===== src/rtl/rgb_pwm_ctrl.sv =====
// rgb_pwm_ctrl
// Multi-channel LED PWM controller feeding the SB_RGBA_DRV PWM pins.
// Each channel has a duty level and one of four modes: off, static, blink
// or breathe. A new brightness is taken only at a period boundary, so each
// PWM period is complete and free of glitches. Each channel's active-low pad
// enable is synchronised and debounced before it gates the output.
//
// Ports:
//   clk      system clock, all logic on posedge
//   rst      synchronous, active-high reset
//   mode     per channel [2i+1:2i]: 00 off, 01 static, 10 blink, 11 breathe
//   duty     per channel duty level, slice i at [PWM_BITS*(i+1)-1:PWM_BITS*i]
//   en_n     raw asynchronous pad enables, active-low
//   enabled  debounced enable state per channel
//   pwm      registered PWM drive per channel
module rgb_pwm_ctrl #(
   parameter int CHANNELS   = 3,
   parameter int PWM_BITS   = 8,
   parameter int BLINK_BITS = 23,
   parameter int STEP_BITS  = 16,
   parameter int DEB_BITS   = 16
) (
   input  logic                         clk,
   input  logic                         rst,
   input  logic [2*CHANNELS-1:0]        mode,
   input  logic [PWM_BITS*CHANNELS-1:0] duty,
   input  logic [CHANNELS-1:0]          en_n,
   output logic [CHANNELS-1:0]          enabled,
   output logic [CHANNELS-1:0]          pwm
);

   typedef enum logic [1:0] {
      MODE_OFF     = 2'b00,
      MODE_STATIC  = 2'b01,
      MODE_BLINK   = 2'b10,
      MODE_BREATHE = 2'b11
   } mode_e;

   localparam logic [PWM_BITS-1:0] PWM_MAX = '1;

   // Shared timebase
   logic [PWM_BITS-1:0]   pcnt;
   logic [BLINK_BITS-1:0] bcnt;
   logic [STEP_BITS-1:0]  pre;
   logic [PWM_BITS-1:0]   ramp;
   logic                  dir;   // 0 = ramping up

   // Per-channel state
   logic [PWM_BITS-1:0]   lvl    [CHANNELS];
   logic [PWM_BITS-1:0]   target [CHANNELS];
   logic [DEB_BITS-1:0]   dc     [CHANNELS];
   logic [CHANNELS-1:0]   sync1;
   logic [CHANNELS-1:0]   sync2;

   // Target brightness per channel. The registered ramp and blink counter
   // are used, so a sample taken on a step or toggle edge sees the old value.
   always_comb begin
      for (int i = 0; i < CHANNELS; i++) begin
         // NOTE: assign a default first so every path drives target and no latch is inferred.
         target[i] = '0;
         case (mode_e'(mode[2*i +: 2]))
            MODE_STATIC:  target[i] = duty[PWM_BITS*i +: PWM_BITS];
            MODE_BLINK:   if (bcnt[BLINK_BITS-1]) target[i] = duty[PWM_BITS*i +: PWM_BITS];
            MODE_BREATHE: target[i] = (ramp < duty[PWM_BITS*i +: PWM_BITS]) ?
                                      ramp : duty[PWM_BITS*i +: PWM_BITS];
            default:      target[i] = '0;
         endcase
      end
   end

   // Free-running counters and the breathe ramp. The ramp saturates at both
   // ends: the step that reaches a limit only flips the direction.
   always_ff @(posedge clk) begin
      // NOTE: state uses non-blocking assignments so every flop samples pre-edge values.
      if (rst) begin
         pcnt <= '0;
         bcnt <= '0;
         pre  <= '0;
         ramp <= '0;
         dir  <= 1'b0;
      end else begin
         pcnt <= pcnt + 1'b1;
         bcnt <= bcnt + 1'b1;
         pre  <= pre + 1'b1;
         if (pre == '1) begin
            if (!dir) begin
               if (ramp == PWM_MAX) dir  <= 1'b1;
               else                 ramp <= ramp + 1'b1;
            end else begin
               if (ramp == '0)      dir  <= 1'b0;
               else                 ramp <= ramp - 1'b1;
            end
         end
      end
   end

   // Shadow levels, PWM outputs, enable synchroniser and debounce
   always_ff @(posedge clk) begin
      if (rst) begin
         sync1   <= '0;
         sync2   <= '0;
         enabled <= '0;
         pwm     <= '0;
         // NOTE: lvl and dc are per-channel flops, not a RAM, so they are reset to give a defined first period.
         for (int i = 0; i < CHANNELS; i++) begin
            lvl[i] <= '0;
            dc[i]  <= '0;
         end
      end else begin
         sync1 <= ~en_n;
         sync2 <= sync1;
         for (int i = 0; i < CHANNELS; i++) begin
            // Latched on the last count so the new level starts the next period.
            if (pcnt == PWM_MAX) lvl[i] <= target[i];
            pwm[i] <= (pcnt < lvl[i]) & enabled[i];

            // Any return to equality restarts the stability count.
            if (sync2[i] == enabled[i]) begin
               dc[i] <= '0;
            end else if (dc[i] == '1) begin
               enabled[i] <= sync2[i];
               dc[i]      <= '0;
            end else begin
               dc[i] <= dc[i] + 1'b1;
            end
         end
      end
   end

endmodule


===== config.mk =====
export PLATFORM = sky130hd
export DESIGN_NAME = rgb_pwm_ctrl
export DESIGN_NICKNAME = d
export VERILOG_FILES = /design/src/rtl/rgb_pwm_ctrl.sv
export SDC_FILE = /design/constraint.sdc
export NUM_CORES = 1
export LEC_CHECK = 0
export CAP_MARGIN = 5
export CORE_UTILIZATION = 30
export DETAILED_ROUTE_END_ITERATION = 7
export PLACE_DENSITY = 0.55
export SYNTH_ARGS = -nofsm -noshare
export SYNTH_HDL_FRONTEND = slang
export SYNTH_SLANG_ARGS = --single-unit

===== constraint.sdc =====
create_clock -name clk -period 2 [get_ports clk]
set_clock_uncertainty 0.2 [all_clocks]
set_input_delay 0.4 -clock clk [delete_from_list [all_inputs] [get_ports clk]]
set_output_delay 0.4 -clock clk [all_outputs]
set_load 0.01 [all_outputs]

==> summary.md <==
| Metric | Value |
|---|---|
| Worst R2R Setup Slack | -0.12 ns |
| Initial Util | a little under a third |
| YS warnings | 0 |
| Hold EP | lvl[0][12] |
| Post-synth top area share | between 20 and 30% |
| Setup crit end kind | flip-flop |
| FF-to-FF End | lvl[0][22] |
| CTS sink cnt | between 100 and 150 |
| Max_cap viols | 0 |
| Fin crit period | approximately 2.1 ns |
| PortBufs | 40 |
| Worst min path class | input port to flip-flop |
| Slew Limit Fails | 0 |
| H-tree levels | 4 |
| Most common cell after layout, fill and taps aside | nor2_1 |
| Core area | roughly 0.025 sq mm |
| Skew-Pair Late Insertion Delay | roughly 0.43 ns |
| First-pass GRT wire length | roughly 28,000 um |
| Nets | 1,124 |
| Worst-path cell chain | clkdlybuf4s50_1 > inv_1 > ha_1 > a21o_1 > a211oi_1 > o31a_1 > buf_12 > mux2i_2 |
| Grt ovf | 0 |
| N_diodes | 0 |
| Reg2reg start | ramp[4] |
| Failing checks | setup timing |
| Hold Startpoint | duty[12] |
| Die height | approximately 160 um |
| Area contributors post-synth | edfxtp_1 (28%), dfxtp_1 (18%), ha_1 (8.7%), xor2_1 (6.2%), nor2_1 (5.9%) |
| Setup TNS | -1.88 ns |
| Top FF cell, synth | edfxtp_1 |
| DRC | 0 |
| Slowest CP cell | clkdlybuf4s50_1 |
| Seq/Total Area, Yosys | a little under half |
| Critical path class | input port to flip-flop |
| Clock tree from TritonCTS | built |
| Worst-Margin Slew | approximately 0.5 ns |
| CP Data Required Time | about 2.1 ns |
| DIE AREA | between 0.02 and 0.03 sq mm |
| Post-synth ARST share | 0% |
| Total wire length | 17,000 um |
| Post-synth EDFFs | just over 70 |
| Normalized max-slew margin | about 66% |
| PnR worst setup slack | -0.124 ns |
| Cell variety after synth | between 40 and 50 |
| Via count | ~6,100 |
| Max FO, Critical Path | 8 |
| Syn Area/Cell | ~9.5 sq um |
| Peak supply drop | around 400 uV |
| Cts hold-fix bufs | 0 |
| DP Wirelength | approximately 12,000 um |
| Final hold vios | 0 |
| # rows | 58 |
| Initial antenna violation count | 0 |
| CP Launch Point | duty[17] |
| Synthesized cell area | 0.00778 sq mm |
| RSZ-0062 raised after global routing | yes |
| 1st-pass router iterations | 4 |
| Share of layout cells above drive strength 1 | about 22% |
| Most frequent cells in the layout | nor2_1 (122), buf_4 (120), nand2_1 (87) |
| Final Setup Violations | 25 |
| Worst-case reg-to-reg path depth | 8 |
| Die X | 163 um |
| Global Route Usage Sum | 13.3% |
| IO Count | 41 |
| Avg Vias per Cell | roughly 4.5 |
| Outcome | complete, but fails checks |
| Post-route ant nets | 0 |
| Cell taking the most area after synthesis | edfxtp_1 |
| Wirelength per Cell | 12.3 um |
| Flops & latches, synth | 140 |
| Critical path launch point type | input port |
| Clock tree buffer depth | 2 |
| P&R area growth vs syn | 37.7% |
| Cell Pwr Density | roughly 650 mW/mm^2 |
| Hold Path Cell Cnt | 3 |
| Iter 0 DRT Violations | between 300 and 400 |
| FMAX | between 0.4 and 0.5 GHz |
| CTS Root Cell | clkbuf_16 |
| Critical Path AT | between 2 and 2.5 ns |
| Final Wtd Congestion | 0.746 |
| Max incr delay on CP | 0.50 ns |
| Pleak | 4.51 nW |
| Final core occ | ~42% |
| Largest net degree at the start of global routing | 50 |
| Syn Inst Count | 815 |
| Vias in the first global route | roughly 5,800 |
| Clock slew at reported path FFs | 0.06 ns |
| CTS buffer count | 17 |
| Crit share post-route | 106% |
[cells by family after synthesis]
group,share of synthesized area [%]
AO/OA/AOI/OAI,6.35
XOR/XNOR,9.57
adder cells (fa/ha/maj),8.94
buffers and inverters,3.88
flip-flops,45.3
multiplexers,4.26
other,0.0482
AND/OR/NAND/NOR,21.7
[critical path, delay by kind of cell]
kind,cells,cell delay [ns]
buffers and inverters,3,0.70
muxes,1,0.19
adders and majority gates,1,0.28
AOI/OAI and AO/OA,3,0.62
[per-stage QoR]
step | cells | total power, mW | cell area [sq um] | hold slack (ns) | setup slack [ns]
after floorplan | 862 | 3.43 | 8020 | 0.214 | 0.00154
after global placement | 1332 | 3.65 | 9700 | 0.220 | -0.580
after detailed placement | 1332 | 3.65 | 9700 | 0.224 | -0.645
after CTS | 1369 | 7.03 | 10500 | 0.207 | -0.136
after global routing | 1377 | 7.23 | 10700 | 0.189 | -0.170
final | 1377 | 6.95 | 10700 | 0.198 | -0.124
[synthesized netlist by cell type (all sizes together) (16+ instances only)]
cell,instances
a21o,16
a21oi,22
and3,18
dfxtp,68
edfxtp,72
ha,54
inv,55
mux2i,32
nand2,89
nand3,43
nand4,20
nor2,128
xnor2,30
xor2,55
[power by group]
part	switching (mW)	internal, mW	leakage (nW)
registers	0.0495	3.09	1.30
clock network	1.26	2.10	0.303
logic	0.219	0.239	2.90
total	1.53	5.42	4.51
[cell type report]
class                   count  area, sq um
inverters                  55          209
repair buffers            173         1500
clock inverters            14          196
fillers                  2442        14600
flip-flops and latches    140         3550
well taps                 330          413
multi-input cells         647         4400
clock buffers              18          429
[worst max path at each step]
stage	end	slack, ns
after floorplan	lvl[0][10]	0.002
after global placement	lvl[0][0]	-0.58
after detailed placement	lvl[0][2]	-0.64
after CTS	lvl[0][2]	-0.14
after global routing	lvl[0][18]	-0.17
final	lvl[0][22]	-0.12
[repair_timing]
item,CTS,global route
endpoints found under the setup margin,45,44
setup buffers,5,7
pin swaps,8,25
gates resized for setup,30,40
cloned,0,1
[sequential cells by signal (all words and copies together) (netlist names)]
name     count
bcnt        23
dc          48
dir          1
enabled      3
lvl         24
pcnt         8
pre         16
pwm          3
ramp         8
sync1        3
sync2        3
[routing by layer]
layer | global-route usage [%] | part of all wire [%]
met1 | 17.1 | 48
met2 | 22.1 | 49
met3 | 2.69 | 2.3
met4 | 4.67 | 1.4
met5 | 0 | 0
No activity file was read; power rests on OpenSTA's default activity.
